--- src/rtl/gcd_job_arbiter_pkg.sv ---
// ============================================================================
// gcd_job_arbiter_pkg : shared state and requester encodings for the GCD arbiter
// Rev 1.0
// ============================================================================
`default_nettype none

package gcd_job_arbiter_pkg;

  typedef enum logic [1:0] {
    ST_IDLE  = 2'd0,
    ST_ISSUE = 2'd1,
    ST_WAIT  = 2'd2,
    ST_RESP  = 2'd3
  } state_t;

  localparam logic REQ_BUS  = 1'b0;
  localparam logic REQ_GPIO = 1'b1;

endpackage

`default_nettype wire

--- src/rtl/gcd_job_arbiter_if.sv ---
// ============================================================================
// gcd_job_arbiter_if : requester, response and core handshake bundle
// Rev 1.0
// ============================================================================
`default_nettype none

interface gcd_job_arbiter_if #(
  parameter int W = 32
);
  logic         req0_valid;
  logic [W-1:0] req0_a;
  logic [W-1:0] req0_b;
  logic         req0_ready;
  logic         req1_valid;
  logic [W-1:0] req1_a;
  logic [W-1:0] req1_b;
  logic         req1_ready;

  logic         rsp0_valid;
  logic [W-1:0] rsp0_result;
  logic         rsp0_err;
  logic         rsp0_ready;
  logic         rsp1_valid;
  logic [W-1:0] rsp1_result;
  logic         rsp1_err;
  logic         rsp1_ready;

  logic         core_start;
  logic [W-1:0] core_a;
  logic [W-1:0] core_b;
  logic         core_done;
  logic [W-1:0] core_result;

  // Arbiter view
  modport slave (
    input  req0_valid, req0_a, req0_b, req1_valid, req1_a, req1_b,
    input  rsp0_ready, rsp1_ready, core_done, core_result,
    output req0_ready, req1_ready,
    output rsp0_valid, rsp0_result, rsp0_err, rsp1_valid, rsp1_result, rsp1_err,
    output core_start, core_a, core_b
  );

  // Requester/core view
  modport master (
    output req0_valid, req0_a, req0_b, req1_valid, req1_a, req1_b,
    output rsp0_ready, rsp1_ready, core_done, core_result,
    input  req0_ready, req1_ready,
    input  rsp0_valid, rsp0_result, rsp0_err, rsp1_valid, rsp1_result, rsp1_err,
    input  core_start, core_a, core_b
  );
endinterface

`default_nettype wire

--- src/rtl/gcd_job_arbiter_rr_arb2.sv ---
// ============================================================================
// rr_arb2 : two-input round-robin grant; pointer advances only on accept
// Rev 1.0
// ============================================================================
`default_nettype none

module rr_arb2
  import gcd_job_arbiter_pkg::*;
(
  input  wire logic       clk,
  input  wire logic       n_reset,
  input  wire logic [1:0] req,
  input  wire logic       accept,
  output logic            grant,
  output logic            any
);

  logic last_grant;

  always_comb begin
    any = |req;
    if (req == 2'b11) begin
      grant = ~last_grant;
    end else begin
      grant = req[1] ? REQ_GPIO : REQ_BUS;
    end
  end

  // Reset to the GPIO side so the bus path wins the first tie
  always_ff @(posedge clk or negedge n_reset) begin
    if (!n_reset) begin
      last_grant <= REQ_GPIO;
    end else if (accept) begin
      last_grant <= grant;
    end
  end

endmodule

`default_nettype wire

--- src/rtl/gcd_job_arbiter.sv ---
// ============================================================================
// gcd_job_arbiter : shares one GCD core between two requesters, one job at a time
// Rev 1.0
// ============================================================================
`default_nettype none

module gcd_job_arbiter
  import gcd_job_arbiter_pkg::*;
#(
  parameter int W       = 32,
  parameter int TIMEOUT = 64,
  parameter int CNT_W   = 16
) (
  input  wire logic        clk,
  input  wire logic        n_reset,
  gcd_job_arbiter_if.slave bus,
  output logic             busy,
  output logic [CNT_W-1:0] job_cnt
);

  localparam int TW = (TIMEOUT > 1) ? $clog2(TIMEOUT) : 1;
  localparam logic [TW-1:0] TIMER_LAST = TW'(TIMEOUT - 1);

  state_t         state;
  state_t         state_nxt;
  logic           owner;
  logic [W-1:0]   op_a;
  logic [W-1:0]   op_b;
  logic [W-1:0]   result;
  logic           err;
  logic [TW-1:0]  timer;
  logic [CNT_W-1:0] cnt;

  logic           grant;
  logic           any;
  logic           accept;
  logic [W-1:0]   sel_a;
  logic [W-1:0]   sel_b;
  logic           bypass;
  logic           owner_ready;
  logic           req0_ready;
  logic           req1_ready;
  logic           rsp0_valid;
  logic           rsp1_valid;
  logic           core_start;

  rr_arb2 u_arb (
    .clk     (clk),
    .n_reset (n_reset),
    .req     ({bus.req1_valid, bus.req0_valid}),
    .accept  (accept),
    .grant   (grant),
    .any     (any)
  );

  assign accept      = (state == ST_IDLE) && any;
  assign sel_a       = (grant == REQ_GPIO) ? bus.req1_a : bus.req0_a;
  assign sel_b       = (grant == REQ_GPIO) ? bus.req1_b : bus.req0_b;
  assign bypass      = (sel_a == '0) || (sel_b == '0);
  assign owner_ready = (owner == REQ_GPIO) ? bus.rsp1_ready : bus.rsp0_ready;

  always_ff @(posedge clk or negedge n_reset) begin
    if (!n_reset) begin
      state <= ST_IDLE;
    end else begin
      state <= state_nxt;
    end
  end

  always_comb begin
    state_nxt  = state;
    req0_ready = 1'b0;
    req1_ready = 1'b0;
    rsp0_valid = 1'b0;
    rsp1_valid = 1'b0;
    core_start = 1'b0;
    case (state)
      ST_IDLE: begin
        req0_ready = any && (grant == REQ_BUS);
        req1_ready = any && (grant == REQ_GPIO);
        if (any) begin
          state_nxt = bypass ? ST_RESP : ST_ISSUE;
        end
      end
      ST_ISSUE: begin
        core_start = 1'b1;
        state_nxt  = ST_WAIT;
      end
      ST_WAIT: begin
        if (bus.core_done || (timer == TIMER_LAST)) begin
          state_nxt = ST_RESP;
        end
      end
      ST_RESP: begin
        rsp0_valid = (owner == REQ_BUS);
        rsp1_valid = (owner == REQ_GPIO);
        if (owner_ready) begin
          state_nxt = ST_IDLE;
        end
      end
      default: state_nxt = ST_IDLE;
    endcase
  end

  always_ff @(posedge clk or negedge n_reset) begin
    if (!n_reset) begin
      owner  <= REQ_BUS;
      op_a   <= '0;
      op_b   <= '0;
      result <= '0;
      err    <= 1'b0;
      timer  <= '0;
      cnt    <= '0;
    end else begin
      case (state)
        ST_IDLE: begin
          if (any) begin
            owner  <= grant;
            op_a   <= sel_a;
            op_b   <= sel_b;
            // gcd(x,0) = x; only meaningful when the core is bypassed
            result <= (sel_a == '0) ? sel_b : sel_a;
            err    <= 1'b0;
          end
        end
        ST_ISSUE: begin
          timer <= '0;
        end
        ST_WAIT: begin
          if (bus.core_done) begin
            result <= bus.core_result;
            err    <= 1'b0;
          end else if (timer == TIMER_LAST) begin
            result <= '0;
            err    <= 1'b1;
          end else begin
            timer <= timer + 1'b1;
          end
        end
        ST_RESP: begin
          if (owner_ready) begin
            cnt <= cnt + 1'b1;
          end
        end
        default: ;
      endcase
    end
  end

  assign bus.req0_ready  = req0_ready;
  assign bus.req1_ready  = req1_ready;
  assign bus.rsp0_valid  = rsp0_valid;
  assign bus.rsp1_valid  = rsp1_valid;
  assign bus.rsp0_result = rsp0_valid ? result : '0;
  assign bus.rsp1_result = rsp1_valid ? result : '0;
  assign bus.rsp0_err    = rsp0_valid & err;
  assign bus.rsp1_err    = rsp1_valid & err;
  assign bus.core_start  = core_start;
  assign bus.core_a      = op_a;
  assign bus.core_b      = op_b;
  assign busy            = (state != ST_IDLE);
  assign job_cnt         = cnt;

endmodule

`default_nettype wire

--- src/flat_wrapper.sv ---
// flat-port wrapper written by rule: the top's interface ports become plain ports
module gcd_job_arbiter_flat import gcd_job_arbiter_pkg::*;
#(
  parameter int W       = 32,
  parameter int TIMEOUT = 64,
  parameter int CNT_W   = 16
)
  (clk, n_reset, busy, job_cnt, bus_req0_valid, bus_req0_a, bus_req0_b, bus_req1_valid, bus_req1_a, bus_req1_b, bus_rsp0_ready, bus_rsp1_ready, bus_core_done, bus_core_result, bus_req0_ready, bus_req1_ready, bus_rsp0_valid, bus_rsp0_result, bus_rsp0_err, bus_rsp1_valid, bus_rsp1_result, bus_rsp1_err, bus_core_start, bus_core_a, bus_core_b);
  gcd_job_arbiter_if #(.W(W)) bus_i ();
  input  wire logic clk;
  input  wire logic n_reset;
  output logic busy;
  output logic [CNT_W-1:0] job_cnt;
  input wire logic [$bits(bus_i.req0_valid)-1:0] bus_req0_valid;
  input wire logic [$bits(bus_i.req0_a)-1:0] bus_req0_a;
  input wire logic [$bits(bus_i.req0_b)-1:0] bus_req0_b;
  input wire logic [$bits(bus_i.req1_valid)-1:0] bus_req1_valid;
  input wire logic [$bits(bus_i.req1_a)-1:0] bus_req1_a;
  input wire logic [$bits(bus_i.req1_b)-1:0] bus_req1_b;
  input wire logic [$bits(bus_i.rsp0_ready)-1:0] bus_rsp0_ready;
  input wire logic [$bits(bus_i.rsp1_ready)-1:0] bus_rsp1_ready;
  input wire logic [$bits(bus_i.core_done)-1:0] bus_core_done;
  input wire logic [$bits(bus_i.core_result)-1:0] bus_core_result;
  output wire logic [$bits(bus_i.req0_ready)-1:0] bus_req0_ready;
  output wire logic [$bits(bus_i.req1_ready)-1:0] bus_req1_ready;
  output wire logic [$bits(bus_i.rsp0_valid)-1:0] bus_rsp0_valid;
  output wire logic [$bits(bus_i.rsp0_result)-1:0] bus_rsp0_result;
  output wire logic [$bits(bus_i.rsp0_err)-1:0] bus_rsp0_err;
  output wire logic [$bits(bus_i.rsp1_valid)-1:0] bus_rsp1_valid;
  output wire logic [$bits(bus_i.rsp1_result)-1:0] bus_rsp1_result;
  output wire logic [$bits(bus_i.rsp1_err)-1:0] bus_rsp1_err;
  output wire logic [$bits(bus_i.core_start)-1:0] bus_core_start;
  output wire logic [$bits(bus_i.core_a)-1:0] bus_core_a;
  output wire logic [$bits(bus_i.core_b)-1:0] bus_core_b;
  assign bus_i.req0_valid = bus_req0_valid;
  assign bus_i.req0_a = bus_req0_a;
  assign bus_i.req0_b = bus_req0_b;
  assign bus_i.req1_valid = bus_req1_valid;
  assign bus_i.req1_a = bus_req1_a;
  assign bus_i.req1_b = bus_req1_b;
  assign bus_i.rsp0_ready = bus_rsp0_ready;
  assign bus_i.rsp1_ready = bus_rsp1_ready;
  assign bus_i.core_done = bus_core_done;
  assign bus_i.core_result = bus_core_result;
  assign bus_req0_ready = bus_i.req0_ready;
  assign bus_req1_ready = bus_i.req1_ready;
  assign bus_rsp0_valid = bus_i.rsp0_valid;
  assign bus_rsp0_result = bus_i.rsp0_result;
  assign bus_rsp0_err = bus_i.rsp0_err;
  assign bus_rsp1_valid = bus_i.rsp1_valid;
  assign bus_rsp1_result = bus_i.rsp1_result;
  assign bus_rsp1_err = bus_i.rsp1_err;
  assign bus_core_start = bus_i.core_start;
  assign bus_core_a = bus_i.core_a;
  assign bus_core_b = bus_i.core_b;
  gcd_job_arbiter #(.W(W), .TIMEOUT(TIMEOUT), .CNT_W(CNT_W)) u_core (.clk(clk), .n_reset(n_reset), .bus(bus_i), .busy(busy), .job_cnt(job_cnt));
endmodule
--- config.mk ---
export PLATFORM = sky130hd
export DESIGN_NAME = gcd_job_arbiter_flat
export DESIGN_NICKNAME = d
export VERILOG_FILES = /design/src/rtl/gcd_job_arbiter_pkg.sv /design/src/rtl/gcd_job_arbiter_if.sv /design/src/rtl/gcd_job_arbiter_rr_arb2.sv /design/src/rtl/gcd_job_arbiter.sv /design/src/flat_wrapper.sv
export SDC_FILE = /design/constraint.sdc
export NUM_CORES = 1
export LEC_CHECK = 0
export ABC_AREA = 1
export CORE_MARGIN = 2
export CORE_UTILIZATION = 43
export CTS_CLUSTER_DIAMETER = 50
export CTS_CLUSTER_SIZE = 14
export DETAILED_ROUTE_END_ITERATION = 12
export GPL_ROUTABILITY_DRIVEN = 0
export PLACE_DENSITY_LB_ADDON = 0.1
export SYNTH_ARGS = -nofsm -noshare
export SYNTH_HDL_FRONTEND = slang
export SYNTH_SLANG_ARGS = --single-unit
--- constraint.sdc ---
create_clock -name clk -period 2.4 [get_ports clk]
set_input_delay 0.48 -clock clk [delete_from_list [all_inputs] [get_ports clk]]
set_output_delay 0.48 -clock clk [all_outputs]
set_load 0.1 [all_outputs]
==> After elaboration in Yosys (flattened, before gate mapping) <==
Index checks and enable logic that the tools add are counted.
{ "op_classes": {"n_addsub": 2, "n_eq_ne": 11, "muxes": 29, "n_bitwise": 5, "reduce_logical": 17} }
{ "ops": {"columns": ["operator", "n"], "rows": [
  ["32-bit two-way mux", 8],
  ["32-bit zero test", 2],
  ["32-bit one-hot mux with 2 select lines", 1],
  ["16-bit by 1-bit adder with 16-bit output, second input constant", 1],
  ["6-bit two-way mux", 2],
  ["6-bit one-hot mux with 2 select lines", 1],
  ["1-bit two-way mux", 11],
  ["3-bit AND reduction", 3],
  ["2-bit two-way mux", 4],
  ["2-bit one-hot mux with 4 select lines", 1],
  ["6-bit by 1-bit adder with 6-bit output, second input constant", 1],
  ["2-bit == test, second input constant", 3],
  ["6-bit == test, second input constant", 1],
  ["2-bit by 1-bit != test with 1-bit output, second input constant", 3],
  ["2-bit nonzero test", 3],
  ["2-bit != test, second input constant", 2],
  ["2-bit AND reduction", 2],
  ["1-bit logical AND", 3],
  ["3-bit by 2-bit != test with 1-bit output, second input constant", 1],
  ["1-bit NOT", 3],
  ["1-bit AND", 2],
  ["2-bit by 1-bit == test with 1-bit output, second input constant", 1],
  ["2-bit zero test", 1],
  ["1-bit logical OR", 2],
  ["other kinds (2)", 2]
]} }
{ "word_totals": {"regBits": 123, "in_bits": 167, "out_inout_bits": 152, "word_cells": 73} }

==> Longest topological paths before layout <==
Gate-level depths: netlist of the first run.
{ "logic_depth": {"ltp_word": 8, "depth_mapped": 15, "mapped_depth_nobuf": 12} }

==> Hierarchy <==
Synthesis of the first run repeated with hierarchy kept, for this count alone.
{ "unflattened": {"hier_cells": 1015, "area_unflattened_um2": 7026.7} }
{ "by_module_without_submodules": {"columns": ["module", "instances", "cells_per_inst", "area_each_um2", "seq_area_each_um2"], "rows": [
  ["gcd_job_arbiter", 1, 1007, 6967.9, 3052.9],
  ["rr_arb2", 1, 8, 58.8, 26.3]
]} }

==> Worst setup path after synthesis of the first run <==
OpenSTA, ideal clock, no wires.
{ "synth_timing": {"kind": "reg-to-output", "start": "reg u_core.state[0]", "end": "out bus_rsp0_result[10]", "arrival_time_ns": 3.714, "required_ns": 1.920, "path_slack_ns": -1.794, "path_stages_with_launch": 7, "path_buffers": 1, "path_cell_list": "dfrtp_1 -> ha_1 -> inv_1 -> nor2_1 -> inv_1 -> buf_1 -> nor2_1"} }
{ "synth_via": {"elab_chain_len": 3} }
{ "synth_lines": {"columns": ["element", "line", "source"], "rows": [
  ["start, declared", "gcd_job_arbiter.sv:24", "state_t state;"],
  ["start signal, assigned", "gcd_job_arbiter.sv:66", "state <= state_nxt;"],
  ["2-bit == test", "gcd_job_arbiter.sv:77", "case (state)"],
  ["1-bit two-way mux", "gcd_job_arbiter.sv:77", null],
  ["via bus_rsp0_valid", "flat_wrapper.sv:26", "output wire logic [$bits(bus_i.rsp0_valid)-1:0] bus_rsp0_valid;"],
  ["32-bit two-way mux", "gcd_job_arbiter.sv:154", "assign bus.rsp0_result = rsp0_valid ? result : '0;"],
  ["end, declared", "flat_wrapper.sv:27", "output wire logic [$bits(bus_i.rsp0_result)-1:0] bus_rsp0_result;"]
]} }
The timed path passes the listed nets, and every way through them passes these cells.

==> Worst setup path in the final report of the first run <==
{ "layout_timing": {"start": "reg u_core.state[1]", "end": "out bus_rsp0_result[10]"} }
{ "layout_via": {"elab_chain_len": 3} }
{ "layout_lines": {"columns": ["element", "line"], "rows": [
  ["2-bit == test", "gcd_job_arbiter.sv:77"],
  ["1-bit two-way mux", "gcd_job_arbiter.sv:77"],
  ["32-bit two-way mux", "gcd_job_arbiter.sv:154"]
]} }
Every way passes these cells.

==> results_dict.tcl, run 1 <==
set metrics [dict create \
    outcome "finished, final reports clean" \
    drt-initial-drc-count 688 \
    crit_chain "ha_4 -> inv_1 -> nor2_4 -> inv_8 -> buf_12 -> nor2_4 -> buf_12" \
    htreeDepth 4 \
    critPathTopFamily "buffers and inverters" \
    r2r_end "u_core.result[31]" \
    slew_violations 0 \
    min_path_type "input port to async pin" \
    start_kind "register" \
    p_leak_nw 6.17 \
    grt.total_usage_pct 31.2 \
    r2r_cells 13 \
    routedWlPerCell_um 16.9 \
    io_pins 319 \
    critical_path_required_ps 1920 \
    placed_cell_area_sq_um 12000 \
    synth_cells 1003 \
    p_int_mw 8.27 \
    synthToLayoutAreaGrowth_pct 78.8 \
    coreArea_sq_um 16000 \
    p_clk_share_pct 13.8 \
    ctsHoldBuffers 0 \
    dr.pass1.iters 7 \
    crit_buf_inv 4 \
    tightest_slew_ps 576 \
    worst_path_max_delay_cell "dfrtp_2" \
    path_class "register to output port" \
    design.die.area_sq_um 17500 \
    r2r-start "u_core.u_arb.last_grant" \
    syn_avg_cell_area_sq_um 7.05 \
    grt_max_degree 72 \
    switching_share_pct 57.3 \
    nets 1560 \
    period_needed_ps 2320 \
    dr_total_vias 8289 \
    drive_above_1_share_pct 25.9 \
    grt_pass1_wl_um 42700 \
    first_global_vias 8084 \
    chipWidth_um 132 \
    post-route-cell-area_sq_um 12600 \
    p_comb_share_pct 67.4 \
    switchingPower_mw 11.1 \
    pwr-share-seq_pct 18.8 \
    max_cap_viol_count 0 \
    synth_sequential_area_ratio_pct 43.6 \
    clk_pin_slew_ps 60 \
    clkLatencyLatePin_ps 420 \
    min_period_over_period_pct 96.6 \
    antenna_found_initial 0 \
    ctsRootBufferMaster "clkbuf_16" \
    cts_buffer_depth 2 \
    ys_warn_count 0 \
    finalHoldViolCount 0 \
    setup_viol 0 \
    gr-total-overflow 0 \
    cts_inserted_buffers 17 \
    critPathArrivalTime_ps 1840 \
    cts_tree "built" \
    synth.distinct_cells 34 \
    io_buffers 318 \
    cp_max_fo 14 \
    maxSlewHeadroom_pct 61.6 \
    synthesis.nets 1176 \
    clock_sinks 123 \
    rsz0062_at_grt "false" \
    endpoint_kind "output port" \
    stdcell_count 1616 \
    antennaDiodeCount 0 \
    drc 0 \
    power.density_nw_per_um2 1530 \
    ir_drop_uv 1180 \
    die_h_um 132 \
    placedCellCount 1580 \
    ys_ff_latch 123 \
    fmax_mhz 431 \
    wl_um 27400 \
    skew_ps 5.61 \
    num_rows 46 \
    hpwlAfterDp_um 21800 \
    slowest_delay_ps 440 \
    vias_per_cell 5.13 \
    synthesis.area_sq_um 7070 \
    start_util_pct 44.2 \
    total_power_mw 19.4 \
    r2r_setup_slack_ps 140 \
    drt.antenna.violating_nets 0 \
    post-route-util_pct 79.0 \
]
==> cells in the mapped netlist <==
library cell / n / share of area, %
nand2_1: 257 / 14
nor2_1: 133 / 7.1
dfrtp_1: 122 / 43
inv_1: 119 / 6.3
o21ai_0: 101 / 7.2
a21oi_1: 71 / 5.0
nand3_1: 71 / 5.0
clkbuf_1: 26 / 1.4
nand3b_1: 25 / 2.7
buf_2: 15 / 1.1
xor2_1: 7 / 0.87
buf_1: 6 / 0.32
buf_6: 6 / 0.96
ha_1: 6 / 1.1
xnor2_1: 6 / 0.74
o21ai_1: 5 / 0.35
buf_4: 4 / 0.42
nor3_1: 3 / 0.21
a31oi_1: 2 / 0.18
nand2_4: 2 / 0.32
nor2_4: 2 / 0.32
o21ai_2: 2 / 0.25
a21o_1: 1 / 0.11
a22o_1: 1 / 0.12
and3_1: 1 / 0.089
clkinv_1: 1 / 0.053
dfstp_2: 1 / 0.37
nand2_2: 1 / 0.089
nand4_1: 1 / 0.089
nor2_2: 1 / 0.089
nor3b_1: 1 / 0.11
o21a_1: 1 / 0.11
o21ba_2: 1 / 0.14
o22ai_1: 1 / 0.089
==> cell families after synthesis <==
logic type	synth area share, %
simple gates	29.7
compound gates	13.5
fa+ha+maj	1.06
xor+xnor	1.61
buf+inv	10.5
flops	43.6
==> power groups by stage <==
stage	sequential, mW	combinational, mW	clock [mW]
detailed placement	3.64	13.0	0
global route	3.75	13.7	2.77
CTS	3.63	13.0	2.68
finish	3.65	13.1	2.67
global placement	3.62	12.8	0
floorplan	7.65	5.02	0
==> worst reg2reg max path, stage by stage (launching register included) <==
cell and delay [ps]:
dfstp_2 560, nand2_4 70, nand2_4 100, buf_12 190
nand2_1 80, nand2_1 130, nand2_1 70, nor2_1 80
nand2_1 100, nor2_4 170, buf_4 230, nand3_1 110
nand3_1 160, a21oi_1 90
==> layout by cell type, fill, tap and decap left out, types with 2 or more instances in the layout <==
| cell type | synthesis | final |
|---|---|---|
| nand2_1 | 257 | 256 |
| buf_4 | 4 | 172 |
| clkdlybuf4s50_1 | 0 | 163 |
| dfrtp_1 | 122 | 120 |
| inv_1 | 119 | 114 |
| o21ai_0 | 101 | 101 |
| buf_12 | 0 | 81 |
| nor2_1 | 133 | 79 |
| nand3_1 | 71 | 71 |
| a21oi_1 | 71 | 69 |
| nor2_4 | 2 | 37 |
| nand3b_1 | 25 | 25 |
| nor2_2 | 1 | 20 |
| clkbuf_16 | 0 | 17 |
| xor2_1 | 7 | 7 |
| xnor2_1 | 6 | 6 |
| o21ai_1 | 5 | 5 |
| clkinvlp_4 | 0 | 4 |
| ha_1 | 6 | 4 |
| buf_6 | 6 | 4 |
| clkinv_2 | 0 | 3 |
| nor3_1 | 3 | 3 |
| bufinv_16 | 0 | 3 |
| clkbuf_8 | 0 | 3 |
| inv_2 | 0 | 2 |
| nand2_2 | 1 | 2 |
| nand2_4 | 2 | 2 |
| a31oi_1 | 2 | 2 |
| o21ai_2 | 2 | 2 |
| ha_4 | 0 | 2 |
| clkbuf_1 | 26 | 2 |
| clkinv_4 | 0 | 2 |
| dfrtp_2 | 0 | 2 |
==> per-layer routing <==
layer  vias up  share of wire (%)  global-route usage (%)
li1       3944                  -                       -
met1      3888                 40                    39.7
met2       406                 49                    52.8
met3        51                8.2                    6.84
met4         0                2.7                    10.7
met5         -                  0                       0
==> metrics by stage <==
step	hold slack [ps]	TNS, ps	setup slack (ps)
4_1_cts	56.2	0	17.8
3_3_place_gp	464	-8890	-331
6_report	24.4	0	81.1
3_5_place_dp	476	-10460	-362
2_1_floorplan	184	-7490	-323
5_1_grt	66.6	0	16.0
==> how the worst max path moves through the flow <==
| stage | from | endpoint | slack [ps] | cells past startpoint |
|---|---|---|---|---|
| global route | u_core.u_arb.last_grant | u_core.result[11] | 20 | 14 |
| CTS | u_core.state[1] | bus_rsp0_result[10] | 20 | 7 |
| global placement | bus_req0_valid | u_core.result[31] | -330 | 14 |
| floorplan | u_core.state[1] | bus_req0_ready | -320 | 8 |
| detailed placement | bus_req0_valid | u_core.result[31] | -360 | 14 |
| finish | u_core.state[1] | bus_rsp0_result[10] | 80 | 7 |
==> what timing repair did <==
| action | in CTS | in global routing |
|---|---|---|
| resized for setup | 5 | 7 |
| setup buffers | 1 | 3 |
| endpoints found under the setup margin | 24 | 53 |
| cloned | 0 | 0 |
| pin swaps | 1 | 1 |
==> flip-flops by register name (all words and copies together), names as in the netlist <==
name                     cells
u_core.state                 2
u_core.bus.core_b           32
u_core.job_cnt              16
u_core.bus.core_a           32
u_core.u_arb.last_grant      1
u_core.result               32
u_core.timer                 6
u_core.err                   1
u_core.owner                 1
==> area by class of cell <==
type / instances / area, sq um
tap: 216 / 270
timing repair buffer: 422 / 4610
clock inverter: 10 / 140
fill: 1149 / 3360
clock buffer: 22 / 474
inverter: 120 / 463
multi-input combinational: 703 / 3600
sequential: 123 / 3080
Note: power is estimated with default switching activity, not from simulation.
==> inputs of run 2 (changes only) <==
--- a/config.mk
+++ b/config.mk
@@ -13,6 +13,7 @@
 export DETAILED_ROUTE_END_ITERATION = 12
 export GPL_ROUTABILITY_DRIVEN = 0
 export PLACE_DENSITY_LB_ADDON = 0.1
+export REMOVE_ABC_BUFFERS = 1
 export SYNTH_ARGS = -nofsm -noshare
 export SYNTH_HDL_FRONTEND = slang
 export SYNTH_SLANG_ARGS = --single-unit
==> results_dict.tcl, run 2 (synthesized netlist as in run 1, its figures left out) <==
set metrics [dict create \
    finalHoldViolCount 0 \
    coreArea_sq_um 16000 \
    post-route-util_pct 79.8 \
    cts_buffer_depth 2 \
    io_pins 319 \
    final_cell_mix "nand2_1 (252), buf_4 (173), clkdlybuf4s50_1 (163), dfrtp_1 (122), inv_1 (116)" \
    critical_path_required_ps 1920 \
    dr.pass1.iters 5 \
    post-route-cell-area_sq_um 12800 \
    switchingPower_mw 11.2 \
    drive_above_1_share_pct 26.5 \
    critPathArrivalTime_ps 1850 \
    hpwlAfterDp_um 20400 \
    min_path_type "input port to async pin" \
    drt.antenna.violating_nets 0 \
    antenna_found_initial 1 \
    p_comb_share_pct 67.0 \
    ctsRootBufferMaster "clkbuf_16" \
    slew_violations 0 \
    p_int_mw 8.49 \
    start_util_pct 44.2 \
    p_leak_nw 6.31 \
    r2r_cells 14 \
    r2r-start "u_core.u_arb.last_grant" \
    outcome "finished, final reports clean" \
    clkLatencyLatePin_ps 420 \
    drc 0 \
    grt_max_degree 124 \
    dp_worst_setup_slack_ps -379 \
    p_clk_share_pct 14.5 \
    first_global_vias 8207 \
    cp_max_fo 22 \
    final.setup.tns_ps 0 \
    vias_per_cell 5.22 \
    skew_ps 8.61 \
    nets 1571 \
    rsz0062_at_grt "true" \
    period_needed_ps 2330 \
    min_period_over_period_pct 97.0 \
    grt_pass1_wl_um 43300 \
    ff_latch_area_sq_um 3080 \
    setup_viol 0 \
    layout_commonest_cell "nand2_1" \
    ctsHoldBuffers 0 \
    power.density_nw_per_um2 1540 \
    cts_tree "built" \
    fmax_mhz 429 \
    chipWidth_um 132 \
    final.setup.worst_slack_ps 71.1 \
    gr-total-overflow 0 \
    io_buffers 318 \
    ir_drop_uv 1200 \
    synthToLayoutAreaGrowth_pct 80.7 \
    placed_cell_area_sq_um 11600 \
    start_kind "register" \
    routedWlPerCell_um 18.3 \
    clk_pin_slew_ps 60 \
    grt.total_usage_pct 31.4 \
    drt-initial-drc-count 813 \
    multi_input_area_sq_um 3510 \
    r2r_end "u_core.result[31]" \
    tightest_slew_ps 700 \
    max_cap_viol_count 0 \
    maxSlewHeadroom_pct 53.3 \
    fillers 1121 \
    endpoint_kind "output port" \
    clock_sinks 123 \
    dr_total_vias 8503 \
    path_class "register to output port" \
    cts_inserted_buffers 17 \
    htreeDepth 4 \
    switching_share_pct 57.0 \
    wl_um 29800 \
    pwr-share-seq_pct 18.5 \
    design.die.area_sq_um 17500 \
    die_h_um 132 \
    r2r_setup_slack_ps 100 \
    num_rows 46 \
]
[run 2: cell type report]
class,count,share of cell area (%)
Antenna cell,1,0.0196
Clock buffer,18,3.44
Clock inverter,14,1.70
Inverter,120,3.54
Multi-Input combinational cell,704,27.5
Sequential cell,123,24.1
Tap cell,216,2.12
Timing Repair Buffer,432,37.6
[run 2: worst max path at each step]
stage | startpoint | to | cells after the start | slack (ps)
finish | u_core.state[0] | bus_rsp1_result[6] | 5 | 70
CTS | bus_req0_valid | bus_req1_ready | 7 | -60
global placement | bus_req0_valid | u_core.result[27] | 14 | -320
detailed placement | bus_req0_valid | u_core.result[5] | 15 | -380
floorplan | u_core.state[0] | bus_req0_ready | 6 | -2270
global route | u_core.state[0] | bus_rsp1_result[6] | 5 | -20
[run 2: what timing repair did]
item,in CTS,in global routing
gates resized for setup,47,53
pin swaps,0,5
setup endpoints to repair,36,71
buffers inserted,0,5
cloned,0,10
[run 2: critical path, cell delays in order (launching register included)]
cell and delay, ps:
dfrtp_1 380, ha_2 220, nand2_1 90, buf_4 260, nor2_1 250, buf_12 210
[run 2: power by group through the flow]
stage | combinational (mW) | sequential, mW | clock, mW
finish | 13.2 | 3.65 | 2.87
global route | 13.8 | 3.74 | 2.99
CTS | 12.7 | 3.62 | 2.88
detailed placement | 12.5 | 3.62 | 0
global placement | 12.4 | 3.59 | 0
floorplan | 4.36 | 7.65 | 0
[run 2: per-layer routing]
metal / vias to the layer above / routed length (um) / track usage [%]
met2: 475 / 14900 / 55.3
li1: 3965 / - / -
met1: 3990 / 11300 / 37.3
met3: 73 / 2380 / 7.23
met5: - / 0 / 0
met4: 0 / 1150 / 12.4
[run 2: through the flow]
stage / hold WS (ps) / power [mW] / std cells
2_1_floorplan: 184 / 12.0 / 946
3_3_place_gp: 465 / 16.0 / 1580
3_5_place_dp: 475 / 16.2 / 1580
4_1_cts: 190 / 19.2 / 1612
5_1_grt: 177 / 20.5 / 1628
6_report: 117 / 19.7 / 1628
